[config.mk]
export PLATFORM = sky130hd
export DESIGN_NAME = host_fifo_arb
export DESIGN_NICKNAME = d
export VERILOG_FILES = /design/src/rtl/host_fifo_pkg.sv /design/src/rtl/host_fifo_arb_rr.sv /design/src/rtl/host_fifo_arb.sv
export SDC_FILE = /design/constraint.sdc
export NUM_CORES = 1
export LEC_CHECK = 0
export BUFFER_PORTS_ARGS = -buffer_cell sky130_fd_sc_hd__clkbuf_2
export CAP_MARGIN = 20
export CORE_MARGIN = 3
export CORE_UTILIZATION = 49
export CTS_CLUSTER_SIZE = 14
export DETAILED_ROUTE_END_ITERATION = 10
export PLACE_DENSITY_LB_ADDON = 0.05
export SLEW_MARGIN = 40
export SYNTH_ARGS = -nofsm -noshare
export SYNTH_HDL_FRONTEND = slang
export SYNTH_SLANG_ARGS = --single-unit
[constraint.sdc]
create_clock -name CLK -period 1.7 [get_ports CLK]
set_clock_uncertainty 0.2 [all_clocks]
set_input_delay 0.17 -clock CLK [delete_from_list [all_inputs] [get_ports CLK]]
set_output_delay 0.17 -clock CLK [all_outputs]
set_load 0.01 [all_outputs]
[src/rtl/host_fifo_pkg.sv]
// rtl/host_fifo_pkg.sv - shared host FIFO packet size encoding
// Purpose: size-code constants and payload-length lookup shared by every
// block that parses host FIFO packet headers (header bits [6:4]).
// Ports: none (package).
package host_fifo_pkg;

  localparam int unsigned PAY_W = 4;

  localparam logic [2:0] FIFO_D0 = 3'd0;
  localparam logic [2:0] FIFO_D1 = 3'd1;
  localparam logic [2:0] FIFO_D2 = 3'd2;
  localparam logic [2:0] FIFO_D4 = 3'd3;
  localparam logic [2:0] FIFO_D8 = 3'd4;

  // Payload byte count following a header; reserved codes 5..7 carry nothing.
  function automatic logic [PAY_W-1:0] fifo_payload(input logic [2:0] code);
    case (code)
      FIFO_D0: fifo_payload = 4'd0;
      FIFO_D1: fifo_payload = 4'd1;
      FIFO_D2: fifo_payload = 4'd2;
      FIFO_D4: fifo_payload = 4'd4;
      FIFO_D8: fifo_payload = 4'd8;
      default: fifo_payload = 4'd0;
    endcase
  endfunction

endpackage

[src/rtl/host_fifo_arb_rr.sv]
// rtl/host_fifo_arb_rr.sv - 2-way packet-granular round-robin grant unit
// Purpose: picks which client's response packet goes next and remembers the
// owner of the last completed packet so ties alternate.
// Ports:
//   i_clk, i_resetn : clock, synchronous active-low reset
//   i_req[1:0]      : client n has a buffered response byte
//   i_take          : latch o_pick as the current grant
//   i_done          : current granted packet finished; it becomes "last"
//   o_pick          : combinational choice for the next grant
//   o_gnt           : registered current grant
module host_fifo_rr (
  input  logic       i_clk,
  input  logic       i_resetn,
  input  logic [1:0] i_req,
  input  logic       i_take,
  input  logic       i_done,
  output logic       o_pick,
  output logic       o_gnt
);

  logic r_gnt;
  logic r_last;
  logic w_pick;

  always_comb begin
    w_pick = 1'b0;
    if (i_req == 2'b11) begin
      w_pick = ~r_last;
    end else if (i_req[1]) begin
      w_pick = 1'b1;
    end
  end

  // last resets to 1 so client 0 wins the first tie.
  always_ff @(posedge i_clk) begin
    if (!i_resetn) begin
      r_gnt  <= 1'b0;
      r_last <= 1'b1;
    end else begin
      if (i_take) r_gnt  <= w_pick;
      if (i_done) r_last <= r_gnt;
    end
  end

  assign o_pick = w_pick;
  assign o_gnt  = r_gnt;

endmodule

[src/rtl/host_fifo_arb.sv]
// rtl/host_fifo_arb.sv - shares one host byte-FIFO pair between two bridges
// Purpose: steers inbound command packets to client hdr[7]; schedules
// outbound response packets round-robin, one whole packet at a time.
// Ports:
//   CLK, RESETn            : clock, synchronous active-low reset
//   RDEN/RDEMPTY/RDDATA    : host read FIFO (data valid the cycle after RDEN)
//   WREN/WRFULL/WRDATA     : host write FIFO
//   C_RDEN/C_RDEMPTY       : per-client inbound pop / empty
//   C_RDDATA               : inbound byte, valid the cycle after a pop
//   C_WREN/C_WRFULL        : per-client response push / full
//   C_WRDATA0, C_WRDATA1   : client response bytes
module host_fifo_arb
  import host_fifo_pkg::*;
(
  input  logic       CLK,
  input  logic       RESETn,
  output logic       RDEN,
  input  logic       RDEMPTY,
  input  logic [7:0] RDDATA,
  output logic       WREN,
  input  logic       WRFULL,
  output logic [7:0] WRDATA,
  input  logic [1:0] C_RDEN,
  output logic [1:0] C_RDEMPTY,
  output logic [7:0] C_RDDATA,
  input  logic [1:0] C_WREN,
  output logic [1:0] C_WRFULL,
  input  logic [7:0] C_WRDATA0,
  input  logic [7:0] C_WRDATA1
);

  typedef enum logic {I_HDR, I_PAY} in_state_t;
  typedef enum logic {O_IDLE, O_XFER} out_state_t;

  // ---------------- inbound ----------------
  in_state_t        r_istate, w_istate_nxt;
  logic [7:0]       r_hbuf;
  logic             r_hvalid;
  logic             r_inflt;
  logic             r_dst;
  logic [PAY_W-1:0] r_rem;
  logic [7:0]       r_c_rddata;
  logic             w_dst_cur;
  logic             w_pop;
  logic             w_rden;
  logic [PAY_W-1:0] w_hdr_pay;

  always_comb begin
    w_dst_cur    = (r_istate == I_HDR) ? r_hbuf[7] : r_dst;
    w_pop        = r_hvalid & C_RDEN[w_dst_cur];
    // Reset gate keeps a host byte from being popped into cleared state.
    w_rden       = RESETn & ~RDEMPTY & ~r_inflt & (~r_hvalid | w_pop);
    w_hdr_pay    = fifo_payload(r_hbuf[6:4]);
    w_istate_nxt = r_istate;
    case (r_istate)
      I_HDR: if (w_pop && (w_hdr_pay != '0)) w_istate_nxt = I_PAY;
      I_PAY: if (w_pop && (r_rem == 4'd1)) w_istate_nxt = I_HDR;
      default: w_istate_nxt = I_HDR;
    endcase
  end

  always_ff @(posedge CLK) begin
    if (!RESETn) begin
      r_istate   <= I_HDR;
      r_hbuf     <= '0;
      r_hvalid   <= 1'b0;
      r_inflt    <= 1'b0;
      r_dst      <= 1'b0;
      r_rem      <= '0;
      r_c_rddata <= '0;
    end else begin
      r_istate <= w_istate_nxt;
      r_inflt  <= w_rden;
      // A read only launches once hbuf is free, so load and pop never collide.
      if (r_inflt) begin
        r_hbuf   <= RDDATA;
        r_hvalid <= 1'b1;
      end else if (w_pop) begin
        r_hvalid <= 1'b0;
      end
      if (w_pop) begin
        r_c_rddata <= r_hbuf;
        if (r_istate == I_HDR) begin
          r_dst <= r_hbuf[7];
          r_rem <= w_hdr_pay;
        end else begin
          r_rem <= r_rem - 4'd1;
        end
      end
    end
  end

  assign RDEN      = w_rden;
  assign C_RDEMPTY = {~(r_hvalid & w_dst_cur), ~(r_hvalid & ~w_dst_cur)};
  assign C_RDDATA  = r_c_rddata;

  // ---------------- outbound ----------------
  out_state_t       r_ostate, w_ostate_nxt;
  logic [7:0]       r_obuf [2];
  logic [1:0]       r_ovalid;
  logic [PAY_W-1:0] r_ocnt;
  logic             r_ohdr;
  logic             r_wren;
  logic [7:0]       r_wrdata;
  logic             w_pick;
  logic             w_gnt;
  logic             w_take;
  logic             w_wr;
  logic             w_done;
  logic [PAY_W-1:0] w_pick_pay;
  logic [7:0]       w_out_byte;

  always_comb begin
    w_take       = (r_ostate == O_IDLE) & (|r_ovalid);
    w_wr         = (r_ostate == O_XFER) & r_ovalid[w_gnt] & ~WRFULL;
    w_done       = w_wr & (r_ocnt == 4'd1);
    w_pick_pay   = fifo_payload(r_obuf[w_pick][6:4]);
    // The header carries the source interface, whatever the client wrote.
    w_out_byte   = r_ohdr ? {w_gnt, r_obuf[w_gnt][6:0]} : r_obuf[w_gnt];
    w_ostate_nxt = r_ostate;
    case (r_ostate)
      O_IDLE: if (w_take) w_ostate_nxt = O_XFER;
      O_XFER: if (w_done) w_ostate_nxt = O_IDLE;
      default: w_ostate_nxt = O_IDLE;
    endcase
  end

  host_fifo_rr u_rr (
    .i_clk    (CLK),
    .i_resetn (RESETn),
    .i_req    (r_ovalid),
    .i_take   (w_take),
    .i_done   (w_done),
    .o_pick   (w_pick),
    .o_gnt    (w_gnt)
  );

  always_ff @(posedge CLK) begin
    if (!RESETn) begin
      r_ostate  <= O_IDLE;
      r_obuf[0] <= '0;
      r_obuf[1] <= '0;
      r_ovalid  <= 2'b00;
      r_ocnt    <= '0;
      r_ohdr    <= 1'b0;
      r_wren    <= 1'b0;
      r_wrdata  <= '0;
    end else begin
      r_ostate <= w_ostate_nxt;
      r_wren   <= w_wr;
      if (w_take) begin
        r_ocnt <= 4'd1 + w_pick_pay;
        r_ohdr <= 1'b1;
      end
      if (w_wr) begin
        r_wrdata <= w_out_byte;
        r_ohdr   <= 1'b0;
        r_ocnt   <= r_ocnt - 4'd1;
      end
      // Pushes into a full buffer are dropped; consume needs a full buffer,
      // so fill and drain of the same buffer are mutually exclusive.
      if (C_WREN[0] && !r_ovalid[0]) begin
        r_obuf[0]   <= C_WRDATA0;
        r_ovalid[0] <= 1'b1;
      end else if (w_wr && !w_gnt) begin
        r_ovalid[0] <= 1'b0;
      end
      if (C_WREN[1] && !r_ovalid[1]) begin
        r_obuf[1]   <= C_WRDATA1;
        r_ovalid[1] <= 1'b1;
      end else if (w_wr && w_gnt) begin
        r_ovalid[1] <= 1'b0;
      end
    end
  end

  assign WREN     = r_wren;
  assign WRDATA   = r_wrdata;
  assign C_WRFULL = r_ovalid;

endmodule

# Yosys cells after proc, flatten, opt, wreduce, memory -nomap -nowiden
# Memory sizes are Yosys's and may differ from the RTL's. A register that Yosys moved wholly into a read port is not among the register bits.
# Cells that the tools add are included.
word_totals:
  wordCells: 109
  ff_bits: 43
  ram_bits: 16
  n_memories: 1
  input_bits: 32
mem_list:
  columns: ["memory", "words", "width", "read_ports", "rd_ports_with_merged_regs", "wr", "line_no", "source"]
  rows:
  - ["r_obuf", 2, 8, 2, 1, 2, "host_fifo_arb.sv:99", "logic [7:0] r_obuf [2];"]
classes:
  n_eq_ne: 11
  add_sub_neg: 3
  muxes: 36
  n_bitwise: 24
  order_cmp: 2
  n_reduce_logical: 16
op_table:
  columns: ["op", "n"]
  rows:
  - ["$pmux W4 S4", 2]
  - ["$mux W1", 26]
  - ["$mux W8", 3]
  - ["$eq A3 B2 Y1 const B", 4]
  - ["$mux W4", 3]
  - ["$not A1 Y1", 11]
  - ["$and A1 B1 Y1", 10]
  - ["$eq A4 B1 Y1 const B", 2]
  - ["$reduce_bool A2 Y1", 4]
  - ["$sub A4 B1 Y4 const B", 2]
  - ["$eq A3 B1 Y1 const B", 2]
  - ["$eq A3 B3 Y1 const B", 2]
  - ["$logic_and A1 B1 Y1", 6]
  - ["$add A1 B4 Y4 const A", 1]
  - ["$lt A1 B2 Y1 const B", 2]
  - ["$pmux W1 S2", 2]
  - ["$reduce_bool A4 Y1", 1]
  - ["$reduce_or A2 Y1", 2]
  - ["$logic_not A1 Y1", 3]
  - ["$or A1 B1 Y1", 3]
  - ["$eq A2 B2 Y1 const B", 1]

# Depth between registers and ports, before layout
# An unclocked memory read counts as a cell.
depth:
  depth_word: 8
  mapped_depth: 6
  ltp_nobuf: 6

# Cells and area by module
# From an unflattened synthesis, not the netlist that was laid out.
hier_totals:
  hier_cells: 257
  area_unflattened_um2: 2603.7
by_module_without_submodules:
  columns: ["mod", "area_each_um2", "cells_each", "instances"]
  rows:
  - ["host_fifo_arb", 2521.2, 250, 1]
  - ["host_fifo_rr", 82.6, 7, 1]

# Worst setup path before layout
# No wires, ideal clock.
synth_path:
  kind: "reg-to-reg"
  from: "reg r_istate"
  to: "reg r_c_rddata[1], in the netlist C_RDDATA[1]"
  stages_incl_launch_ff: 7
  setup_ps: 128
  arrival_ps: 1500
  period_less_slack_ps: 1828
  slack_ps: -128
  n_path_buf: 2
  t_required_ps: 1372
  cell_sequence: "dfxtp_1 buf_6 mux2i_4 mux2i_4 buf_6 mux2i_1 nor2_1"
synth_via:
  elab_chain_len: 4
synth_lines:
  columns: ["element", "line_no", "source"]
  rows:
  - ["start, declared", "host_fifo_arb.sv:36", "in_state_t r_istate, w_istate_nxt;"]
  - ["start signal, assigned", "host_fifo_arb.sv:72", "r_istate <= w_istate_nxt;"]
  - ["$mux W1", null, null]
  - ["$mux W1 (implied by the code) (2 in series)", "host_fifo_arb.sv:50", "w_pop = r_hvalid & C_RDEN[w_dst_cur];"]
  - ["$and A1 B1 Y1", "host_fifo_arb.sv:50", null]
  - ["end signal, assigned", "host_fifo_arb.sv:82", "r_c_rddata <= r_hbuf;"]
  - ["end, declared", "host_fifo_arb.sv:42", "logic [7:0] r_c_rddata;"]
# Every way passes these cells. The select of a mux whose other input is x is not followed.
# A chain may end at the register's enable or synchronous reset.

# Worst setup path in the final report
layout_path:
  from: "reg r_istate"
  to: "out RDEN"
layout_via:
  elab_chain_len: 6
layout_lines:
  columns: ["element", "line_no", "source"]
  rows:
  - ["$mux W1", null, null]
  - ["$mux W1 (implied by the code) (2 in series)", "host_fifo_arb.sv:50", null]
  - ["$and A1 B1 Y1", "host_fifo_arb.sv:50", null]
  - ["$or A1 B1 Y1", "host_fifo_arb.sv:52", "w_rden = RESETn & ~RDEMPTY & ~r_inflt & (~r_hvalid | w_pop);"]
  - ["$and A1 B1 Y1", "host_fifo_arb.sv:52", null]
  - ["end, declared", "host_fifo_arb.sv:17", "output logic RDEN,"]
# Every way passes these cells. The select of a mux whose other input is x is not followed.

==> impl_metrics.py <==
metrics = {
    "place": {
        "routabilityCongestion": 0.820,
        "detailed_place_hpwl_um": 3890,
        "dpl_cell_area_um2": 3220,
        "place_inst": 402,
        "port_buffers": 53,
        "dp_slack_ns": -0.0453,
    },
    "grt": {
        "antenna_found_initial": 0,
        "grt_max_degree": 39,
        "grt_use_total_pct": 21.2,
        "use_met3_pct": 6.39,
        "grtUsageMet1_pct": 27.8,
        "grt-ovfl-total": 0,
        "grt_pass1_wl_um": 10300,
        "grt_pass1_vias": 2277,
        "grt_busiest_layer": "met2",
        "grt_util_met2_pct": 32.5,
    },
    "sta": {
        "fin_crit_ns": 2.04,
        "fin_ws_ns": -0.339,
        "setup_viol": 16,
        "worstMarginPinSlew_ns": 0.434,
        "final.setup.tns_ns": -2.03,
        "hold_ws_ns": 0.0289,
        "rsz0062_at_grt": "true",
        "finalCritPeriodShare_pct": 120,
        "maxSlewViolCount": 0,
        "slew_headroom_pct": 71.1,
        "clock.fmax_mhz": 490,
        "hold_viol": 0,
    },
    "yosys": {
        "syn_inst": 265,
        "syn-num-nets": 301,
        "synth_top_area_share_pct": 32.5,
        "syn_area_um2": 2710,
        "synth.avg_cell_area_um2": 10.2,
        "synth_edf_count": 16,
        "synth_area_leaders": "dfxtp_1 (32%), edfxtp_1 (18%), mux2i_1 (11%), nor2_1 (4.7%), and2_1 (3.7%)",
        "synthDistinctLibCells": 52,
        "ys_warn_count": 0,
        "ys_async_sr_fraction_pct": 0,
        "ys_ff_latch": 60,
        "ys.flop_type": "dfxtp_1",
        "yosys.area.top_type": "dfxtp_1",
        "yosysSeqAreaShare_pct": 50.2,
    },
    "worst_setup_path": {
        "startpoint": "r_istate$_SDFF_PN0_",
        "end_kind": "output port",
        "reg2reg_slack_ns": -0.15,
        "crit_end": "RDEN",
        "reg2reg_to": "r_rem[0]$_SDFFE_PN0P_",
        "startpoint_type": "flop",
        "r2r.worst_path.cells": 7,
        "cp.required_ns": 1.33,
        "r2r-start": "r_istate$_SDFF_PN0_",
        "crit_type": "reg -> out",
        "arrival_ns": 1.67,
        "cp_max_fo": 2,
    },
    "pwr": {
        "p_int_mw": 2.41,
        "switching_share_pct": 26.4,
        "seqPwrFrac_pct": 49.4,
        "p_per_area_nw_per_um2": 856,
        "leakage_nw": 1.56,
        "clkPwrFrac_pct": 34.0,
        "power.total_mw": 3.27,
        "comb_power_share_pct": 16.6,
        "switchingPower_uw": 866,
        "vdd.ir_drop.worst_mv": 0.581,
    },
    "clock_network": {
        "clk_latency_ns": 0.34,
        "cts_root_buf": "clkbuf_8",
        "cts_tree": "yes",
        "ctsHtreeMaxLevel": 3,
        "clk_pin_slew_ns": 0.06,
        "cts_buffers": 9,
        "cts_sinks": 60,
        "clk_path_buf_depth": 2,
    },
    "detailed_routing": {
        "viasPerCell": 5.02,
        "wirelength_um": 6270,
        "dr.first_iter.drc_count": 76,
        "antenna_left": 0,
        "avgRoutedWirePerCell_um": 13.8,
        "routed-via-count": 2279,
        "drtPass1Iterations": 4,
        "drc": 0,
    },
    "finish": {
        "insertedDiodeCount": 0,
        "fin_area_um2": 3820,
        "seqCellArea_um2": 1370,
        "syn_to_final_growth_pct": 41.1,
        "utilization_pct": 73.0,
        "fin_cells": 454,
        "nFillCells": 380,
        "nets": 415,
        "multiInputGateArea_um2": 1290,
        "drive_gt1_share_pct": 32.8,
    },
    "floorplan": {
        "start_util_pct": 51.8,
        "die_h_um": 80.4,
        "rows": 26,
        "fp.dieW_um": 80.4,
        "die_area_um2": 6460,
        "core-area_um2": 5240,
        "io_pins": 54,
    },
    "outcome": {
        "violations": "negative setup slack",
        "status": "finished with violations",
    },
    "run": {
        "maxCapViolations": 0,
    },
    "hold_path": {
        "hp-class": "in -> reg",
    },
}
kinds of logic (layout without fill, tap and decap cells):
| kind of cell | count (synthesis) | after routing | synth area share [%] |
|---|---|---|---|
| AOI/OAI and AO/OA | 50 | 50 | 12.7 |
| xor gates and xnor gates | 4 | 4 | 1.29 |
| adders and majority gates | 4 | 4 | 1.85 |
| buffers and inverters | 24 | 143 | 4.11 |
| DFF | 60 | 60 | 50.2 |
| muxes | 32 | 32 | 12.8 |
| and+or+nand+nor | 91 | 91 | 17.1 |
power by group through the flow:
| stage | logic [mW] | clock network [mW] | registers [mW] |
|---|---|---|---|
| 4_1_cts | 0.525 | 1.13 | 1.62 |
| 3_3_place_gp | 0.440 | 0 | 1.64 |
| 2_1_floorplan | 0.273 | 0 | 1.64 |
| 3_5_place_dp | 0.448 | 0 | 1.65 |
| 5_1_grt | 0.596 | 1.21 | 1.63 |
| 6_report | 0.544 | 1.11 | 1.62 |
repair_timing:
item,in CTS,in global routing
hold buffers,28,0
gates resized for setup,7,13
hold endpoints to repair,27,0
gates cloned,1,0
setup buffers,6,1
setup endpoints to repair,20,30
pin swaps,1,1
registers in the layout (all words and copies together) (netlist names), named ones only:
| name | count |
|---|---|
| r_ohdr | 1 |
| u_rr.r_last | 1 |
| r_rem | 4 |
| u_rr.o_gnt | 1 |
| C_WRFULL | 2 |
| C_RDDATA | 8 |
| WRDATA | 8 |
| r_ocnt | 4 |
| r_ostate | 1 |
| r_inflt | 1 |
| WREN | 1 |
| r_obuf | 16 |
| r_hbuf | 8 |
| r_hvalid | 1 |
| r_istate | 1 |
| r_dst | 1 |
worst min path at each step:
stage / start / end / depth (start not counted)
after floorplan: RDEMPTY / r_inflt$_SDFF_PN0_ / 1
after global placement: RDEMPTY / r_inflt$_SDFF_PN0_ / 2
after detailed placement: RDEMPTY / r_inflt$_SDFF_PN0_ / 2
after CTS: C_WREN[0] / C_WRFULL[0]$_SDFFE_PN0P_ / 4
after global routing: WRFULL / WREN$_SDFF_PN0_ / 4
final: WRFULL / WREN$_SDFF_PN0_ / 4
metal layers:
metal / wire, µm / vias up
li1: - / 1168
met1: 3070 / 1046
met2: 2780 / 55
met3: 303 / 10
met4: 104 / 0
met5: 0 / -
layout make-up:
| cell class | count | area share, % |
|---|---|---|
| flip-flops and latches | 60 | 35.8 |
| clock inverters | 5 | 0.752 |
| repair buffers | 117 | 22.7 |
| clock buffers | 11 | 3.70 |
| inverters | 10 | 0.981 |
| multi-input cells | 181 | 33.8 |
| well taps | 70 | 2.29 |
synthesized netlist by cell type, drive strengths merged (4+ instances only):
cell type  instances
nor3               4
nor2              35
ha                 4
mux2i             31
clkbuf             5
inv               10
dfxtp             44
o21ai              8
and2              16
a21oi             14
edfxtp            16
buf                9
nand2             14
xnor2              4
a211oi            10
nand2b             6
critical path, stage by stage (launching register included):
cell,delay [ns]
dfxtp_4,0.36
mux2i_4,0.24
buf_6,0.13
mux2i_2,0.23
a21oi_2,0.09
nor3b_2,0.16
clkbuf_2,0.14
layout by cell type (no fill, tap or decap), types with 5 or more instances in the layout:
cell type	n
a21oi_1	12
a211oi_1	8
buf_6	5
edfxtp_1	16
inv_1	9
mux2i_1	28
nor2_1	34
and2_1	16
buf_4	29
nand2b_1	6
clkbuf_2	53
nand2_1	14
dfxtp_1	41
dlygate4sd3_1	28
clkbuf_8	10
Note: power is estimated with default switching activity, not from simulation.
